$ cat src/rtl/fft_adder_pkg.sv
// Shared constants and helpers for the pipelined adder tree.
// Holds the saturation-mode encodings and a constant-foldable ceil(log2).
package fft_adder_pkg;

   localparam int unsigned SAT_WRAP_FULL = 0;
   localparam int unsigned SAT_CLAMP     = 1;

   function automatic int unsigned clog2(input int unsigned n);
      int unsigned r;
      r = 0;
      for (int i = 0; i < 32; i++) begin
         if ((32'd1 << i) < n) r = unsigned'(i) + 1;
      end
      return r;
   endfunction

endpackage

$ cat src/rtl/adder_stage.sv
// One registered level of the adder tree: adds adjacent operand pairs and registers them.
// The final level may clamp its result to OUT_W bits and raise a sticky overflow flag.
module adder_stage #(
   parameter int unsigned IN_W  = 10,
   parameter int unsigned N_IN  = 4,
   parameter int unsigned OUT_W = IN_W + 1,
   parameter bit          CLAMP = 1'b0
) (
   input  logic                      clk,
   input  logic                      rst_n,
   input  logic                      en,
   input  logic [N_IN*IN_W-1:0]      in_data,
   input  logic                      in_valid,
   input  logic                      in_ovf,
   output logic [(N_IN/2)*OUT_W-1:0] out_data,
   output logic                      out_valid,
   output logic                      out_ovf
);

   localparam int unsigned N_OUT = N_IN / 2;
   localparam int unsigned PAIR_W = IN_W + 1;
   // Largest value representable in OUT_W bits, expressed at full pair-sum width.
   localparam logic [PAIR_W-1:0] PAIR_MAX = {PAIR_W{1'b1}} >> (PAIR_W - OUT_W);

   logic [N_OUT*OUT_W-1:0] data_d, data_q;
   logic [PAIR_W-1:0]      pair_sum;
   logic                   ovf_d, ovf_q;
   logic                   valid_q;

   always_comb begin
      data_d   = '0;
      ovf_d    = in_ovf;
      pair_sum = '0;
      for (int k = 0; k < N_OUT; k++) begin
         pair_sum = PAIR_W'(in_data[2*k*IN_W +: IN_W]) + PAIR_W'(in_data[(2*k+1)*IN_W +: IN_W]);
         if (CLAMP && (pair_sum > PAIR_MAX)) begin
            pair_sum = PAIR_MAX;
            ovf_d    = 1'b1;
         end
         data_d[k*OUT_W +: OUT_W] = OUT_W'(pair_sum);
      end
   end

   always_ff @(posedge clk or negedge rst_n) begin
      if (!rst_n) begin
         valid_q <= 1'b0;
         data_q  <= '0;
         ovf_q   <= 1'b0;
      end else if (en) begin
         valid_q <= in_valid;
         // Bubbles advance the valid bit only; data is left alone to save toggling.
         if (in_valid) begin
            data_q <= data_d;
            ovf_q  <= ovf_d;
         end
      end
   end

   assign out_data  = data_q;
   assign out_valid = valid_q;
   assign out_ovf   = ovf_q;

endmodule

$ cat src/rtl/pipelined_adder_tree.sv
// Pipelined unsigned adder tree with valid/ready handshake and optional saturation.
// One registered tree level per log2 step; a stalled output freezes the whole pipeline.
module pipelined_adder_tree
   import fft_adder_pkg::*;
#(
   parameter int unsigned WIDTH    = 10,
   parameter int unsigned N_OPS    = 4,
   parameter int unsigned SAT_MODE = SAT_WRAP_FULL,
   localparam int unsigned L       = clog2(N_OPS),
   localparam int unsigned SUM_W   = (SAT_MODE == SAT_WRAP_FULL) ? WIDTH + L : WIDTH
) (
   input  logic                   clk,
   input  logic                   rst_n,
   input  logic [N_OPS*WIDTH-1:0] in_data,
   input  logic                   in_valid,
   output logic                   in_ready,
   output logic [SUM_W-1:0]       out_sum,
   output logic                   out_ovf,
   output logic                   out_valid,
   input  logic                   out_ready
);

   localparam int unsigned N_LEAF = 1 << L;

   logic [N_LEAF*WIDTH-1:0] leaves;
   logic                    stall;

   // Missing leaves of a non-power-of-two tree are zero.
   assign leaves   = (N_LEAF*WIDTH)'(in_data);
   assign stall    = out_valid && !out_ready;
   assign in_ready = !stall;

   for (genvar j = 1; j <= L; j++) begin : g_lvl
      localparam int unsigned IN_W  = WIDTH + j - 1;
      localparam int unsigned N_IN  = N_LEAF >> (j - 1);
      localparam int unsigned OUT_W = (j == L) ? SUM_W : IN_W + 1;

      logic [N_IN*IN_W-1:0]      d_in;
      logic                      v_in;
      logic                      o_in;
      logic [(N_IN/2)*OUT_W-1:0] d_out;
      logic                      v_out;
      logic                      o_out;

      if (j == 1) begin : g_first
         assign d_in = leaves;
         assign v_in = in_valid;
         assign o_in = 1'b0;
      end else begin : g_next
         assign d_in = g_lvl[j-1].d_out;
         assign v_in = g_lvl[j-1].v_out;
         assign o_in = g_lvl[j-1].o_out;
      end

      adder_stage #(
         .IN_W  (IN_W),
         .N_IN  (N_IN),
         .OUT_W (OUT_W),
         .CLAMP ((j == L) && (SAT_MODE == SAT_CLAMP))
      ) u_stage (
         .clk       (clk),
         .rst_n     (rst_n),
         .en        (!stall),
         .in_data   (d_in),
         .in_valid  (v_in),
         .in_ovf    (o_in),
         .out_data  (d_out),
         .out_valid (v_out),
         .out_ovf   (o_out)
      );
   end

   assign out_sum   = g_lvl[L].d_out;
   assign out_valid = g_lvl[L].v_out;
   assign out_ovf   = g_lvl[L].o_out;

endmodule

$ cat config.mk
export PLATFORM = sky130hd
export DESIGN_NAME = pipelined_adder_tree
export DESIGN_NICKNAME = d
export VERILOG_FILES = /design/src/rtl/fft_adder_pkg.sv /design/src/rtl/adder_stage.sv /design/src/rtl/pipelined_adder_tree.sv
export SDC_FILE = /design/constraint.sdc
export NUM_CORES = 1
export LEC_CHECK = 0
export CORE_MARGIN = 3
export CORE_UTILIZATION = 46
export CTS_CLUSTER_SIZE = 14
export DETAILED_ROUTE_END_ITERATION = 10
export PLACE_DENSITY_LB_ADDON = 0.25
export SLEW_MARGIN = 20
export SYNTH_ARGS = -nofsm -noshare
export SYNTH_HDL_FRONTEND = slang
export SYNTH_SLANG_ARGS = --single-unit
$ cat constraint.sdc
create_clock -name clk -period 2.5 [get_ports clk]
set_input_delay 0.5 -clock clk [delete_from_list [all_inputs] [get_ports clk]]
set_output_delay 0.5 -clock clk [all_outputs]
set_load 0.01 [all_outputs]
# Yosys cells after proc, flatten, opt, wreduce, memory -nomap -nowiden
# Cells that the tools add are included.
[word_totals] ff_bits=36 inputBits=44 out_inout_bits=15 word_cells=13
[op_classes] n_addsub=3 bitwise=1 reduce_logical=5
[op_table] op="$add A10 B10 Y11" n=2
[op_table] op="$add A11 B11 Y12" n=1
[op_table] op="$reduce_and A2 Y1" n=2
[op_table] op="$logic_not A1 Y1" n=2
[op_table] op="$logic_and A1 B1 Y1" n=1
[op_table] op="$not A1 Y1" n=1

# Depth between registers and ports, before layout
# Gate-level depths: netlist (run 1).
[depth] ltp_word=4 mapped_depth=8 depth_no_buf=8

# Cells and area by module
# Synthesis (run 1) repeated with hierarchy kept, for this count alone.
[hier_totals] cells_unflattened=289 hier_area_um2=2677.6
[modules_own_cells] module="adder_stage at g_lvl[1].u_stage" instances=1 cells_per_inst=189 area_each_um2=1722.9 seq_area_each_um2=600.6
[modules_own_cells] module="adder_stage at g_lvl[2].u_stage" instances=1 cells_per_inst=98 area_each_um2=944.7 seq_area_each_um2=350.3
[modules_own_cells] module="pipelined_adder_tree" instances=1 cells_per_inst=2 area_each_um2=10.0 seq_area_each_um2=0.0

# Worst setup path after synthesis (run 1)
# OpenSTA, ideal clock, no wires.
[synth_timing] path_kind="reg2reg" startpoint="register g_lvl[1].u_stage.data_q[0]" endpoint="register g_lvl[2].u_stage.data_q[10]" setup_ns=0.120 arrival_time_ns=2.263 required_time_ns=2.380 slack_ns=0.117 stages_incl_launch_ff=8 path_buffers=0 synth_period_minus_slack_ns=2.383 cell_sequence="dfrtp_1 ha_1 fa_1 a21o_1 a221o_1 o221a_1 or3_1 a41o_1"
[synth_between] elab_chain_cells=1
[synth_lines] item="start: declaration" line="adder_stage.sv:25" rtl="logic [N_OUT*OUT_W-1:0] data_d, data_q;"
[synth_lines] item="start signal: assignment" line="adder_stage.sv:53" rtl="data_q <= data_d;"
[synth_lines] item="$add A11 B11 Y12" line="adder_stage.sv:35" rtl="pair_sum = PAIR_W'(in_data[2*k*IN_W +: IN_W]) + PAIR_W'(in_data[(2*k+1)*IN_W +: IN_W]);"
[synth_lines] item="end signal: assignment" line="adder_stage.sv:53"
[synth_lines] item="end: declaration" line="adder_stage.sv:25"
# Every way passes these cells.
# A chain may end at the register's enable or synchronous reset.

# Worst setup path after layout (run 1)
# Same ends and word-level chain as after synthesis.

==> key figures, run 1 <==
Floorplanning
  • Ports: 59
  • Die Wd: between 80 and 90 um
  • Rows: 26
  • Die H: 81.3 um
  • Initial Utilization: between 40% and 50%
  • Die area: between 6000 and 7000 um^2
  • Core footprint: 5300 um^2

Yosys
  • Post-Synth XOR/XNOR Area: 5.37%
  • Post-synth top area share: between 30% and 40%
  • Cell Area, Synth: about 2600 um^2
  • Post-synthesis adder-cell area fraction: between 15 and 20%
  • Synth cell types: 42
  • Asr flop ratio synth: 100%
  • Post-synth top area cell: dfrtp_1
  • Largest family of logic cells by synthesized area: compound AO/OA/AOI/OAI gates
  • Register bit total from synthesis: 36
  • Complex-gate fraction of the synthesized area: around 22%
  • Mapped Nets: 368
  • Warnings from Yosys: 0
  • Primary FF master, synth: dfrtp_1
  • EDFF count, synth: 0
  • Post-synthesis sequential area ratio: 34.5%
  • Mapped Cells: 290
  • Post-synthesis mux area share: 0.864%
  • Mean post-synth cell area: approximately 9 um^2
  • Area contributors post-synth: dfrtp_1 (35%), ha_1 (15%), nand2_1 (5.9%)
  • Simple-gate share of the synthesized area: 16.5%

GRT
  • Vias in the first global route: 2138
  • Total GRT Usage: 17.8%
  • Final global-route overflow total: 0
  • First-pass GRT wire length: 9170 um
  • Largest net degree at the start of global routing: 37
  • Initial antenna violation count: 0

Detailed routing
  • Drt drc: 0
  • Via count: 2303
  • DRT iter0 DRCs: 89
  • Routed length per instance: 13.2 um
  • First-pass iteration count of the detailed router: 5
  • DRT antenna net count: 0
  • Vias per cell: 5.42
  • Routed wire length: 5600 um

Pwr
  • Power per cell area: 733 nW/um^2
  • LEAKAGE: 1.57 nW
  • Worst vdd ir: between 0.3 and 0.4 mV

STA
  • Tmin final: 2.43 ns
  • RSZ-0062 raised after global routing: false
  • Endpoints failing setup: 0
  • Highest clock rate: 411 MHz
  • Period utilization: 97.3%
  • Worst Skew: 0.00496 ns
  • Max transition margin: 63.0%
  • Fin. Hold Viols: 0
  • Worst slew pin tran: 0.553 ns
  • Final Max Slew Viols: 0

Placement
  • RePlAce Congestion: 0.843
  • Final HPWL DP: 4470 um
  • I/O Buffers: 57
  • DP Area: 3320 um^2

Setup path
  • Buf/Inv on CP: 0
  • Crit path largest cell delay: 0.38 ns
  • Critical path, cell by cell: ha_1 > fa_2 > a21o_1 > a221o_1 > o221a_1 > or3_1 > a41o_1
  • Largest delay share family, worst path: compound AO/OA/AOI/OAI gates
  • CP max FO: 3
  • WS Path Type: flop to flop
  • Setup crit end kind: flop
  • Arrival @ worst endpoint: around 2.6 ns
  • Critical path launch point type: flop
  • Slowest cell on crit path: dfrtp_1
  • Crit path required time: about 2.7 ns

Layout
  • Nets: 433
  • Non-Filler Cell Area, Final: 3420 um^2
  • Layout cells sized above 1: about 6.5%
  • Most common cell after layout, fill and taps aside: clkdlybuf4s50_1
  • FILL cells: 475
  • Final core utilization: 64.5%
  • Most frequent cells in the layout: clkdlybuf4s50_1 (57), nand2_1 (41), dfrtp_1 (36)
  • N_diodes: 0
  • Area Overhead vs Synth: 31.1%

Clock network
  • Cts bufs inserted: 5
  • Htree depth: 2
  • CTS tree: built
  • Clock Sinks: 36
  • Worst skew pair latency: ~0.28 ns
  • Clk pin slew, worst setup/hold paths: roughly 0.070 ns
  • Deepest clock path buffer count: 2
  • Clock root buffer: clkbuf_8

Flow run
  • Max_cap viols: 0

Status
  • Status: complete, no violations

Min path
  • HP Class: flop to flop
[cell families (layout without fill, tap and decap cells)]
| family | after synthesis | count (layout) |
|---|---|---|
| adder cells (fa/ha/maj) | 34 | 34 |
| multiplexers | 2 | 2 |
| AO/OA/AOI/OAI | 88 | 88 |
| flip-flops | 36 | 36 |
| buffers and inverters | 23 | 88 |
| XOR/XNOR | 16 | 16 |
| other | 1 | 1 |
| AND/OR/NAND/NOR | 90 | 90 |
[registers in the layout (all words and copies together), names as in the netlist]
name                     count
g_lvl.u_stage.out_valid      2
g_lvl.u_stage.out_data      34
[worst register-to-register path, delay by kind of cell (launching register included)]
kind                       cells  cell delay (ns)
adders and majority gates      2             0.62
and+or+nand+nor                1             0.31
DFF                            1             0.38
AOI/OAI and AO/OA              4             1.02
[cell usage after synthesis, types with 5 or more instances]
cell type  instances
nand2_1           41
dfrtp_1           36
ha_1              31
o21ai_0           28
a21oi_1           16
inv_1             14
a21o_1            10
nor2_1             9
xnor2_1            9
nand3_1            8
clkbuf_1           7
xor2_1             7
nor3_1             6
o211ai_1           5
o21a_1             5
[cell type report]
class | count | area (um^2) | share of cell area (%)
Multi-Input combinational cell | 231 | 1620 | 47.5
Sequential cell | 36 | 901 | 26.3
Timing Repair Buffer | 67 | 658 | 19.2
Clock buffer | 7 | 96.3 | 2.82
Tap cell | 70 | 87.6 | 2.56
Inverter | 14 | 52.6 | 1.54
[routing by layer]
layer	share of wire [%]	GRT usage [%]	vias up
li1	-	-	1181
met1	44	22.3	1054
met2	51	30.7	64
met3	4.6	4.10	4
met4	0.70	4.90	0
met5	0	0	-
[through the flow]
step                      power [mW]  hold slack (ns)  worst slack [ns]  TNS (ns)  instances
final                           2.50            0.481            0.0686         0        425
after global routing            2.71            0.500            0.0155         0        425
after CTS                       2.52            0.488           0.00622         0        425
after detailed placement        2.07            0.470            -0.203    -0.366        418
after global placement          2.04            0.463            -0.154    -0.271        418
after floorplan                 1.61            0.204             0.117         0        290
[report_power, final]
part | leakage [nW] | internal [mW] | switching (mW)
combinational | 1.09 | 0.637 | 0.556
clock | 0.0503 | 0.245 | 0.192
sequential | 0.436 | 0.765 | 0.110
[repair_timing]
item                       CTS  global route
hold buffers                 0             0
gates resized for setup      0             3
setup buffers                0             0
setup endpoints to repair    0             3
[path summary, 6_finish.rpt]
| check | from | to | slack [ns] | depth (start not counted) |
|---|---|---|---|---|
| setup / recovery | g_lvl[1].u_stage.out_data[0]$_DFFE_PN0P_ | g_lvl[2].u_stage.out_data[10]$_DFFE_PN0P_ | 0.07 | 7 |
| hold / removal | g_lvl[2].u_stage.out_data[7]$_DFFE_PN0P_ | g_lvl[2].u_stage.out_data[7]$_DFFE_PN0P_ | 0.48 | 2 |
| setup reg to reg | g_lvl[1].u_stage.out_data[0]$_DFFE_PN0P_ | g_lvl[2].u_stage.out_data[10]$_DFFE_PN0P_ | 0.07 | 7 |
| hold reg to reg | g_lvl[2].u_stage.out_data[7]$_DFFE_PN0P_ | g_lvl[2].u_stage.out_data[7]$_DFFE_PN0P_ | 0.48 | 2 |
| max in group asynchronous | rst_n | g_lvl[1].u_stage.out_data[4]$_DFFE_PN0P_ | 1.54 | 2 |
| min in group asynchronous | rst_n | g_lvl[2].u_stage.out_valid$_DFFE_PN0N_ | 0.64 | 2 |
(Power assumes the default switching activity.)
==> run 2, diff against run 1 <==
--- a/config.mk
+++ b/config.mk
@@ -6,9 +6,10 @@
 export NUM_CORES = 1
 export LEC_CHECK = 0
 export CORE_MARGIN = 3
-export CORE_UTILIZATION = 46
+export CORE_UTILIZATION = 50
 export CTS_CLUSTER_SIZE = 14
 export DETAILED_ROUTE_END_ITERATION = 10
+export DONT_BUFFER_PORTS = 1
 export PLACE_DENSITY_LB_ADDON = 0.25
 export SLEW_MARGIN = 20
 export SYNTH_ARGS = -nofsm -noshare
==> constraint.sdc (replaced) <==
create_clock -name clk -period 3.06 [get_ports clk]
set_input_delay 0.612 -clock clk [delete_from_list [all_inputs] [get_ports clk]]
set_output_delay 0.612 -clock clk [all_outputs]
set_load 0.01 [all_outputs]
==> run 2 against run 1 <==
  * Critical path depth did not move
  * Routed wire length fell by 6.2%
  * Critical endpoint unchanged
  * Non-clock buffer count fell by 62
  * Sequential power fell by 13%
  * First-iteration DRC count fell by 20%
  * Setup slack improved by 0.51 ns
  * Critical path type unchanged
  * Flip-flop and latch count did not move
  * Global-route usage rose by 0.65 points
  * Worst hold slack got worse by 0.35 ns
  * Largest power group is now sequential cells
==> key figures, run 2 (synthesis gave the netlist of run 1 again) <==
Detailed routing
  • Via count: 2022 (-12%)
  • DRT antenna net count: 0 (unchanged)
  • Drt drc: 0 (unchanged)
  • Vias per cell: 5.60 (+3.4%)
  • DRT iter0 DRCs: 71 (-20%)
  • Routed length per instance: 14.6 um (+10%)
  • Routed wire length: 5260 um (-6.2%)
  • First-pass iteration count of the detailed router: 4 (-1)

Status
  • Status: complete, no violations

Setup path
  • Slowest cell on crit path: fa_1
  • WS Path Type: flop to flop
  • Critical path launch point type: flop
  • Setup crit end kind: flop
  • CP max FO: 4 (+1)
  • Arrival @ worst endpoint: 2.66 ns (+0.05 ns)
  • Crit path largest cell delay: 0.41 ns (+0.03 ns)
  • Critical path, cell by cell: ha_1 > fa_1 > a21o_1 > a221o_1 > o221a_1 > or3_1 > a41o_1
  • Crit path required time: 3.24 ns (+0.57 ns)

Layout
  • Most common cell after layout, fill and taps aside: nand2_1
  • Area Overhead vs Synth: 8.01%
  • Max reg flops: 34 (unchanged)
  • Final std cells w/o fill: 361 (-15%)
  • FILL cells: 459 (-3.4%)
  • Layout cells sized above 1: 4.42% (-2.1 points)
  • N_diodes: 0 (unchanged)
  • Most frequent cells in the layout: nand2_1 (41), dfrtp_1 (36), ha_1 (31)
  • Nets: 371 (-14%)

Pwr
  • Power per cell area: 664 nW/um^2 (-9.3%)
  • Worst vdd ir: 0.206 mV (-43%)
  • Pwr Total: 1.87 mW (-25%)
  • LEAKAGE: 1.33 nW (-15%)

Placement
  • I/O Buffers: 0 (-100%)
  • Placed insts: 350 (-16%)
  • RePlAce Congestion: 0.828 (-1.7%)
  • Final HPWL DP: 4060 um (-9.4%)
  • Pre-CTS setup slack: 0.598 ns (+0.801 ns)

STA
  • Endpoints failing setup: 0 (unchanged)
  • Tmin final: 2.48 ns (+0.0452 ns)
  • Max transition margin: 35.0% (-28 points)
  • Setup ws final: 0.583 ns (+0.515 ns)
  • Setup_tns: 0 ns (unchanged)
  • RSZ-0062 raised after global routing: false
  • Final Max Slew Viols: 0 (unchanged)
  • Worst slew pin tran: 0.973 ns (+0.420 ns)
  • Fin. Hold Viols: 0 (unchanged)
  • Hold WS: 0.129 ns (-0.352 ns)
  • Highest clock rate: 404 MHz (-1.8%)
  • Worst Skew: 0.00396 ns (-0.00100 ns)
  • Period utilization: 80.9% (-16 points)

Floorplanning
  • Core footprint: 4880 um^2 (-8.0%)
  • Initial Utilization: 53.4% (+4.3 points)
  • Ports: 59 (unchanged)
  • Rows: 25 (-3.8%)
  • Die Wd: 78.2 um (-3.8%)
  • Die area: 6120 um^2 (-7.4%)
  • Die H: 78.2 um (-3.8%)

Clock network
  • Htree depth: 2 (unchanged)
  • Post-CTS setup repair buffer count: 0 (unchanged)
  • Cts bufs inserted: 5 (unchanged)
  • Worst skew pair latency: 0.29 ns (about the same)
  • Clock root buffer: clkbuf_8
  • CTS tree: built
  • Clock Sinks: 36 (unchanged)
  • Deepest clock path buffer count: 2 (unchanged)
  • Clk pin slew, worst setup/hold paths: 0.07 ns (about the same)

Flow run
  • Max_cap viols: 0 (unchanged)

GRT
  • Vias in the first global route: 2061 (-3.6%)
  • Largest net degree at the start of global routing: 34 (-8.1%)
  • Total GRT Usage: 18.5% (+0.65 points)
  • First-pass GRT wire length: 9020 um (-1.7%)
  • Initial antenna violation count: 0 (unchanged)
  • Final global-route overflow total: 0 (unchanged)

Min path
  • HP Class: input pin to asynchronous set/reset pin
==> run 2: what timing repair did <==
| item | CTS | global route |
|---|---|---|
| hold buffers | 1 | 2 |
| endpoints found under the hold margin | 7 | 26 |
| resized for setup | 0 | 0 |
==> run 2: per-stage QoR <==
step / instance area (um^2) / utilization [%]
final: 2820 / 57.7
after floorplan: 2610 / -
after CTS: 2790 / 57.1
after global routing: 2820 / 57.7
after global placement: 2670 / 54.7
after detailed placement: 2670 / 54.7
==> run 2: metal layers <==
metal | track usage [%] | vias to the layer above | share of wire, %
met3 | 5.28 | 8 | 6.7
met5 | 0 | - | 0
met2 | 29.6 | 48 | 45
li1 | - | 1049 | -
met1 | 23.6 | 917 | 46
met4 | 7.17 | 0 | 2.0
==> run 2: area by class of cell <==
cell class              instances  area, um^2  area share (%)
clock buffers                   6        72.6            2.58
clock inverters                 2        35.0            1.24
multi-input cells             231        1620            57.4
well taps                      67        83.8            2.98
inverters                      14        52.6            1.87
flip-flops and latches         36         901            32.0
repair buffers                  5        55.1            1.95
==> run 2: worst max-delay path: cells and delay by family (launching register included) <==
family / cells / cell delay, ns
adders and majority gates: 2 / 0.65
and+or+nand+nor: 1 / 0.30
DFF: 1 / 0.38
AOI/OAI and AO/OA: 4 / 1.05
==> run 2: power by group <==
group | switching, mW | total (mW) | internal [mW]
Clock | 0.175 | 0.417 | 0.242
Sequential | 0.139 | 0.765 | 0.625
Combinational | 0.367 | 0.690 | 0.323
==> run 2: path summary, 6_finish.rpt <==
| check | startpoint | to | slack (ns) | cells after the start |
|---|---|---|---|---|
| worst max-delay path | g_lvl[1].u_stage.out_data[0]$_DFFE_PN0P_ | g_lvl[2].u_stage.out_data[10]$_DFFE_PN0P_ | 0.58 | 7 |
| worst max register to register | g_lvl[1].u_stage.out_data[0]$_DFFE_PN0P_ | g_lvl[2].u_stage.out_data[10]$_DFFE_PN0P_ | 0.58 | 7 |
| min in group clk | g_lvl[1].u_stage.out_data[11]$_DFFE_PN0P_ | g_lvl[1].u_stage.out_data[11]$_DFFE_PN0P_ | 0.50 | 2 |
| worst min register to register | g_lvl[1].u_stage.out_data[11]$_DFFE_PN0P_ | g_lvl[1].u_stage.out_data[11]$_DFFE_PN0P_ | 0.50 | 2 |
| worst min-delay path | rst_n | g_lvl[2].u_stage.out_data[5]$_DFFE_PN0P_ | 0.13 | 1 |
| max in group asynchronous | rst_n | g_lvl[1].u_stage.out_data[7]$_DFFE_PN0P_ | 2.12 | 1 |
